**src/rtl/muldiv_iter.sv**
```systemverilog
// muldiv_iter: iterative signed/unsigned multiply (shift-add) and restoring divide, {hi,lo} result
module muldiv_iter #(
    parameter int WIDTH    = 32,
    parameter int MUL_STEP = 2
) (
    input  logic               clk,
    input  logic               rst,
    input  logic               start,
    input  logic [1:0]         op,
    input  logic [WIDTH-1:0]   operand1,
    input  logic [WIDTH-1:0]   operand2,
    input  logic               cancel,
    output logic               busy,
    output logic               done,
    output logic [2*WIDTH-1:0] result,
    output logic               div_by_zero
);
    localparam int CW = $clog2(WIDTH + 1);
    typedef enum logic [2:0] {IDLE, MUL, DIV, FIX, DONE} state_t;
    state_t state, state_nx;
    logic [CW-1:0] cnt;
    logic [2*WIDTH-1:0] acc, acc_nx, fix_val, dz_val;
    logic [WIDTH-1:0] b_abs, abs1, abs2, mh, ml;
    logic [WIDTH:0] ms, shifted;
    logic is_div, neg_q, neg_r, s1, s2, accept, sub_ok, in_flight, dz;
    always_comb begin
        s1 = ~op[0] & operand1[WIDTH-1];
        s2 = ~op[0] & operand2[WIDTH-1];
        abs1 = s1 ? -operand1 : operand1;
        abs2 = s2 ? -operand2 : operand2;
        accept = state == IDLE && start && !cancel;
        in_flight = state == MUL || state == DIV || state == FIX;
        dz = state == DIV && b_abs == '0;
        mh = acc[2*WIDTH-1:WIDTH];
        ml = acc[WIDTH-1:0];
        ms = '0;
        for (int i = 0; i < MUL_STEP; i++) begin
            ms = {1'b0, mh} + (ml[0] ? {1'b0, b_abs} : '0);
            ml = {ms[0], ml[WIDTH-1:1]};
            mh = ms[WIDTH:1];
        end
        // restoring step: partial remainder is {hi, next dividend bit}
        shifted = {acc[2*WIDTH-1:WIDTH], acc[WIDTH-1]};
        sub_ok = shifted >= {1'b0, b_abs};
        acc_nx = state == MUL ? {mh, ml}
               : state == DIV ? {sub_ok ? shifted[WIDTH-1:0] - b_abs : shifted[WIDTH-1:0], acc[WIDTH-2:0], sub_ok}
               : acc;
        fix_val = !is_div ? (neg_q ? -acc : acc)
                : {neg_r ? -acc[2*WIDTH-1:WIDTH] : acc[2*WIDTH-1:WIDTH], neg_q ? -acc[WIDTH-1:0] : acc[WIDTH-1:0]};
        dz_val = {neg_r ? -acc[WIDTH-1:0] : acc[WIDTH-1:0], {WIDTH{1'b1}}};
        state_nx = state;
        case (state)
            IDLE:    state_nx = accept ? (op[1] ? DIV : MUL) : IDLE;
            MUL:     state_nx = cnt == '0 ? FIX : MUL;
            DIV:     state_nx = dz ? DONE : (cnt == '0 ? FIX : DIV);
            FIX:     state_nx = DONE;
            default: state_nx = IDLE;
        endcase
        if (cancel && in_flight) state_nx = IDLE;
    end
    always_ff @(posedge clk) begin
        if (!rst) begin
            state       <= IDLE;
            busy        <= 1'b0;
            done        <= 1'b0;
            result      <= '0;
            div_by_zero <= 1'b0;
            acc         <= '0;
            b_abs       <= '0;
            cnt         <= '0;
            is_div      <= 1'b0;
            neg_q       <= 1'b0;
            neg_r       <= 1'b0;
        end else begin
            state <= state_nx;
            busy  <= state_nx == MUL || state_nx == DIV || state_nx == FIX;
            done  <= state_nx == DONE;
            acc   <= acc_nx;
            if (accept) begin
                acc         <= {{WIDTH{1'b0}}, op[1] ? abs1 : abs2};
                b_abs       <= op[1] ? abs2 : abs1;
                cnt         <= op[1] ? CW'(WIDTH - 1) : CW'(WIDTH / MUL_STEP - 1);
                is_div      <= op[1];
                neg_q       <= s1 ^ s2;
                neg_r       <= s1;
                div_by_zero <= 1'b0;
            end else if (state == MUL || state == DIV) begin
                cnt <= cnt - CW'(1);
            end
            if (state == FIX && !cancel) result <= fix_val;
            if (dz && !cancel) begin
                result      <= dz_val;
                div_by_zero <= 1'b1;
            end
        end
    end
endmodule

```
**config.mk**
```make
export PLATFORM = sky130hd
export DESIGN_NAME = muldiv_iter
export DESIGN_NICKNAME = d
export VERILOG_FILES = /design/src/rtl/muldiv_iter.sv
export SDC_FILE = /design/constraint.sdc
export NUM_CORES = 1
export LEC_CHECK = 0
export CAP_MARGIN = 10
export CORE_UTILIZATION = 60
export CTS_BUF_LIST = sky130_fd_sc_hd__clkbuf_16
export DETAILED_ROUTE_END_ITERATION = 7
export PLACE_DENSITY = 0.91
export SLEW_MARGIN = 20
export SYNTH_ARGS = -nofsm -noshare
export SYNTH_HDL_FRONTEND = slang
export SYNTH_SLANG_ARGS = --single-unit
```
**constraint.sdc**
```tcl
create_clock -name clk -period 6.8 [get_ports clk]
set_clock_uncertainty 0.15 [all_clocks]
set_input_delay 1.36 -clock clk [delete_from_list [all_inputs] [get_ports clk]]
set_output_delay 1.36 -clock clk [all_outputs]
set_load 0.02 [all_outputs]
```
==> results.py, run 1 <==
metrics = {
    "clocking": {
        "ctsRootBufferMaster": "clkbuf_16",
        "clk_pin_slew_ns": 0.08,
        "post-cts-setup-buffers": 0,
        "cts_tree": "yes",
        "hold_buffers_post_cts": 0,
        "cts_made_buffers": 17,
        "ctsResizeCount": 0,
        "clock_tree.buffer_depth": 2,
        "cts.htree.levels": 4,
        "worst_skew_late_latency_ns": 0.45,
        "clock_sinks": 175,
    },
    "critical_path": {
        "setup.worst_path.end_class": "flip-flop",
        "timing.critical_path.required_ns": 6.97,
        "critical_path.max_fanout": 19,
        "setup.worst_path.class": "flip-flop to flip-flop",
        "startpoint_type": "flip-flop",
        "r2r_startpoint": "acc[0]",
        "crit_start": "acc[0]",
        "worst-endpoint-arrival_ns": 6.26,
    },
    "timing": {
        "setup_total_negative_slack_ns": 0,
        "maxSlewViolCount": 0,
        "finalSetupViolCount": 0,
        "final_worst_path_period_share": 0.8956,
        "slew-limit-headroom": 0.2518,
        "final.min_clock_period_ns": 6.090,
        "grt_setup_unrepaired": "false",
        "max_clock_freq_mhz": 164.2,
        "final.setup.worst_slack_ns": 0.7097,
        "max_slew.worst_pin.slew_ns": 1.120,
        "finalHoldViolations": 0,
    },
    "drt": {
        "drt-initial-drc-count": 2712,
        "post-route-drc-count": 0,
        "avgRoutedWirePerCell_um": 22.75,
        "drt.antenna.violating_nets": 0,
        "total_vias_in_the_final_route": 18370,
        "viasPerCell": 6.795,
        "detail_route.wirelength_um": 61510,
        "detail_route.first_pass.iterations": 6,
    },
    "global_routing": {
        "grt_pass1_vias": 16360,
        "overflow": 0,
        "grt_max_degree": 101,
        "antenna_found_initial": 0,
        "grt_first_pass_wirelength_um": 93650,
        "track_usage": 0.4246,
    },
    "floorplan": {
        "rows": 60,
        "core-area_sq_um": 27030,
        "fp.dieArea_sq_um": 28260,
        "design.portCount": 137,
        "die_w_um": 168.1,
        "dieHeight_um": 168.1,
        "initial_utilization": 0.6125,
    },
    "finish": {
        "design_area_sq_um": 18590,
        "drive_gt1_frac": 0.04232,
        "final_core_utilization": 0.6878,
        "area_growth_syn_to_layout_pct": 12.29,
        "count_of_inserted_antenna_diode_cells": 0,
        "fin_nets": 2525,
    },
    "power_and_ir_drop": {
        "cellLeakagePower_nw": 7.419,
        "vdd_ir_drop_max_mv": 0.2161,
        "total_power_mw": 4.741,
        "powerDensity_nw_per_um2": 255.1,
    },
    "logic_synthesis": {
        "synthesis.area_sq_um": 16550,
        "async_flop_share": 0,
        "postSynthAreaPerCell_sq_um": 7.114,
        "post_synth_inst_count": 2327,
        "synth.net_count": 2502,
        "seq_area_frac_synth": 0.2116,
        "ys_seq_elements": 175,
        "synth_ff_type": "dfxtp_1",
        "synth.distinct_cells": 81,
        "synth_enable_flop_cells": 0,
        "yosysWarnings": 0,
    },
    "worst_hold_path": {
        "hold_path.startpoint": "result[32]",
        "hold_path.class": "flip-flop to flip-flop",
    },
    "placement": {
        "place_congestion": 1.045,
        "dp.final_hpwl_um": 46770,
        "postPlaceCellArea_sq_um": 17940,
        "portBuffers": 136,
        "pre_cts_ws_ns": 0.8864,
    },
    "run_status": {
        "run_status": "finished, final reports clean",
    },
    "run": {
        "timing.max_cap.violations": 0,
    },
}
## final cells by class
type | instances | area (sq um)
multi-input cells | 1917 | 12180
clock inverters | 15 | 217.7
inverters | 76 | 285.3
flip-flops and latches | 175 | 3503
fillers | 2310 | 8438
well taps | 341 | 426.7
clock buffers | 17 | 425.4
repair buffers | 163 | 1554
## power breakdown
group / internal (mW) / total (mW) / leakage, nW / switching, mW
sequential: 1.11 / 1.32 / 1.42 / 0.206
clock: 0.571 / 1.09 / 0.314 / 0.518
combinational: 0.843 / 2.34 / 5.68 / 1.49
total: 2.52 / 4.74 / 7.42 / 2.22
## kinds of logic after synthesis
family | count (synthesis) | share of synthesized area
buffers and inverters | 235 | 0.05450
xor gates and xnor gates | 231 | 0.1222
adders and majority gates | 105 | 0.08073
muxes | 25 | 0.01519
and+or+nand+nor | 809 | 0.2294
DFF | 175 | 0.2116
AOI/OAI and AO/OA | 747 | 0.2863
## routing by layer
layer / track usage / up-vias / part of all wire
met2: 0.6301 / 1228 / 0.42
met4: 0.1684 / 0 / 0.041
met1: 0.5962 / 8528 / 0.42
met5: 0 / - / 0
li1: - / 8470 / -
met3: 0.09097 / 147 / 0.13
## worst max-delay path, cell delays in order (launching register included)
cell and delay, ns:
dfxtp_1 0.38, inv_1 0.65, buf_4 0.33, nor2_1 0.06, ha_1 0.36, nand2_1 0.14
nor3_1 0.06, a311o_1 0.34, or2_2 0.31, a21o_1 0.18, a21oi_1 0.16, xnor2_1 0.09
ha_1 0.39, a21o_1 0.21, a21o_1 0.18, a2111oi_0 0.37, or3_1 0.24, a31oi_1 0.13
nor3b_1 0.38, o21ai_1 0.19, a2111oi_0 0.49, o32ai_1 0.14
## cells in the mapped netlist (29+ instances only)
cell type	number	area [sq um]
a211oi_1	36	270.3
a21o_1	41	307.8
a21oi_1	228	1141
a31oi_1	30	187.7
clkbuf_1	131	491.7
dfxtp_1	175	3503
ha_1	102	1276
inv_1	75	281.5
nand2_1	247	927.1
nand3_1	77	385.4
nor2_1	246	923.4
nor3_1	61	305.3
o211ai_1	49	367.9
o21ai_0	151	755.7
o22ai_1	29	181.4
o31ai_1	35	262.8
xnor2_1	114	998.5
xor2_1	117	1025
## placed cells by master, fill, tap and decap left out, types with 36 or more instances in the layout
| cell | count |
|---|---|
| nor2_1 | 245 |
| dfxtp_1 | 175 |
| o211ai_1 | 49 |
| inv_1 | 74 |
| a211oi_1 | 36 |
| nand3_1 | 76 |
| xnor2_1 | 114 |
| nand2_1 | 247 |
| ha_1 | 102 |
| nor3_1 | 61 |
| a21o_1 | 41 |
| o21ai_0 | 151 |
| a21oi_1 | 228 |
| xor2_1 | 117 |
| clkdlybuf4s50_1 | 134 |
## state kept, by name, summed over array words and instances (netlist names)
register / count
acc: 64
result: 64
b_abs: 32
cnt: 6
state: 3
busy: 1
div_by_zero: 1
done: 1
is_div: 1
neg_q: 1
neg_r: 1
## per-stage QoR
step | hold slack [ns] | cells
final | 0.3051 | 2704
after global routing | 0.3314 | 2704
after CTS | 0.3048 | 2704
after detailed placement | 0.2962 | 2672
after global placement | 0.2936 | 2672
after floorplan | 0.2946 | 2327
## final timing paths
kind | to | slack (ns) | cells past startpoint
setup / recovery | acc[63] | 0.71 | 21
hold / removal | result[32] | 0.31 | 2
setup reg to reg | acc[63] | 0.71 | 21
hold reg to reg | result[32] | 0.31 | 2
Note: power is estimated with default switching activity, not from simulation.
==> inputs of run 2 (changes only) <==
--- a/config.mk
+++ b/config.mk
@@ -6,11 +6,12 @@
 export NUM_CORES = 1
 export LEC_CHECK = 0
 export CAP_MARGIN = 10
+export CORE_ASPECT_RATIO = 1.4
 export CORE_UTILIZATION = 60
-export CTS_BUF_LIST = sky130_fd_sc_hd__clkbuf_16
 export DETAILED_ROUTE_END_ITERATION = 7
 export PLACE_DENSITY = 0.91
 export SLEW_MARGIN = 20
 export SYNTH_ARGS = -nofsm -noshare
 export SYNTH_HDL_FRONTEND = slang
 export SYNTH_SLANG_ARGS = --single-unit
+export TNS_END_PERCENT = 20
==> results.py, run 2 (synthesis results as in run 1) <==
metrics = {
    "clocking": {
        "ctsResizeCount": 0,
        "cts_made_buffers": 17,
        "cts_tree": "yes",
        "clock_tree.buffer_depth": 2,
        "clk_pin_slew_ns": 0.08,
        "post-cts-setup-buffers": 0,
        "worst_skew_late_latency_ns": 0.46,
        "cts.htree.levels": 4,
        "ctsRootBufferMaster": "clkbuf_16",
        "clock_sinks": 175,
        "hold_buffers_post_cts": 0,
    },
    "finish": {
        "final_common_cell": "nand2_1",
        "fin_nets": 2521,
        "area_growth_syn_to_layout_pct": 11.92,
        "biggest_regs": "acc (64), result (64), b_abs (32)",
        "final_core_utilization": 0.6860,
        "drive_gt1_frac": 0.03942,
        "instances_no_fill": 2724,
        "layout.cells.most_common_list": "nand2_1, nor2_1, a21oi_1, dfxtp_1, o21ai_0",
        "count_of_inserted_antenna_diode_cells": 0,
    },
    "floorplan": {
        "dieHeight_um": 198.5,
        "fp.dieArea_sq_um": 28270,
        "design.portCount": 137,
        "core-area_sq_um": 27010,
        "die_w_um": 142.4,
        "initial_utilization": 0.6130,
        "rows": 71,
    },
    "global_routing": {
        "track_usage": 0.4518,
        "grt_first_pass_wirelength_um": 96320,
        "grt_max_degree": 102,
        "grt_pass1_vias": 17100,
        "overflow": 0,
        "antenna_found_initial": 1,
    },
    "power_and_ir_drop": {
        "powerDensity_nw_per_um2": 251.7,
        "clock_power_share": 0.219,
        "comb_power_share": 0.494,
        "power_switching_share": 0.4650,
        "p_sw_mw": 2.169,
        "power_frac_seq": 0.287,
        "vdd_ir_drop_max_mv": 0.2869,
        "internal_power_mw": 2.495,
        "cellLeakagePower_nw": 7.367,
    },
    "worst_hold_path": {
        "hold_path.class": "flip-flop to flip-flop",
        "worstHoldPathCells": 2,
        "holdPathEnd": "result[51]",
        "hold_path.startpoint": "result[51]",
    },
    "placement": {
        "place_congestion": 1.061,
        "dp.final_hpwl_um": 48820,
        "placed_cells": 2692,
        "portBuffers": 136,
    },
    "drt": {
        "viasPerCell": 6.801,
        "drt.antenna.violating_nets": 0,
        "drt-initial-drc-count": 1987,
        "avgRoutedWirePerCell_um": 23.71,
        "detail_route.wirelength_um": 64580,
        "detail_route.first_pass.iterations": 6,
        "total_vias_in_the_final_route": 18530,
        "post-route-drc-count": 0,
    },
    "timing": {
        "whs_ns": 0.3081,
        "finalSetupViolCount": 0,
        "finalHoldViolations": 0,
        "maxSlewViolCount": 0,
        "setup_total_negative_slack_ns": 0,
        "final.min_clock_period_ns": 6.109,
        "slew-limit-headroom": 0.1664,
        "max_clock_freq_mhz": 163.7,
        "final_worst_path_period_share": 0.8984,
        "max_slew.worst_pin.slew_ns": 1.246,
        "grt_setup_unrepaired": "false",
    },
    "critical_path": {
        "critical_path.max_fanout": 17,
        "worst-endpoint-arrival_ns": 6.30,
        "startpoint_type": "flip-flop",
        "setup.worst_path.class": "flip-flop to flip-flop",
        "rr_worst_depth": 21,
        "r2r_end": "acc[63]",
        "timing.critical_path.required_ns": 6.99,
        "reg2reg_setup_slack_ns": 0.69,
        "setup.worst_path.end_class": "flip-flop",
        "r2r_startpoint": "acc[0]",
    },
    "run_status": {
        "run_status": "finished, final reports clean",
    },
    "run": {
        "timing.max_cap.violations": 0,
    },
}
==> run 2: how the worst max path moves through the flow <==
| stage | slack, ns | end | startpoint | depth (start not counted) |
|---|---|---|---|---|
| 3_3_place_gp | 0.98 | acc[63] | acc[0] | 21 |
| 5_1_grt | 0.30 | acc[63] | acc[0] | 21 |
| 6_report | 0.69 | acc[63] | acc[0] | 21 |
| 2_1_floorplan | 1.73 | acc[63] | acc[0] | 22 |
| 3_5_place_dp | 0.84 | acc[63] | acc[0] | 21 |
| 4_1_cts | 0.81 | acc[63] | acc[0] | 21 |
==> run 2: metal layers <==
| metal | global-route usage | routed length [um] | vias to the layer above |
|---|---|---|---|
| li1 | - | - | 8448 |
| met1 | 0.4669 | 21970 | 8609 |
| met2 | 0.7549 | 30010 | 1103 |
| met3 | 0.09220 | 5490 | 366 |
| met4 | 0.4405 | 7108 | 0 |
| met5 | 0 | 0 | - |
==> run 2: cell type report <==
class                           count  area [sq um]
Multi-Input combinational cell   1917         12170
Fill cell                        2382          8479
Sequential cell                   175          3503
Timing Repair Buffer              159          1524
Tap cell                          365         456.7
Clock buffer                       19         432.9
Inverter                           76         285.3
Clock inverter                     13         153.9
==> run 2: metrics by stage <==
step | area (sq um) | worst slack, ns | power, mW
floorplan | 16550 | 1.733 | 2.887
global placement | 17940 | 0.9849 | 3.539
detailed placement | 17940 | 0.8412 | 3.572
CTS | 18530 | 0.8140 | 4.577
global route | 18530 | 0.3030 | 4.871
finish | 18530 | 0.6910 | 4.663
==> run 2: worst max-delay path, cell delays in order, from the launching register on <==
cell       delay (ns)
dfxtp_1          0.38
inv_1            0.60
buf_4            0.34
nor2_1           0.07
ha_1             0.39
nand2_1          0.15
nor3_1           0.08
a311o_1          0.35
or2_2            0.30
a21o_1           0.18
a21oi_1          0.16
xnor2_1          0.09
ha_1             0.39
a21o_1           0.21
a21o_1           0.18
a2111oi_0        0.34
or3_1            0.20
a31oi_1          0.15
nor3b_1          0.48
o21ai_1          0.19
a2111oi_0        0.44
o32ai_1          0.15
==> run 2: power by group through the flow <==
stage	clock network [mW]	logic (mW)	registers [mW]
2_1_floorplan	0	1.68	1.21
3_3_place_gp	0	2.20	1.34
3_5_place_dp	0	2.23	1.34
4_1_cts	1.01	2.24	1.32
5_1_grt	1.06	2.48	1.34
6_report	1.02	2.31	1.34
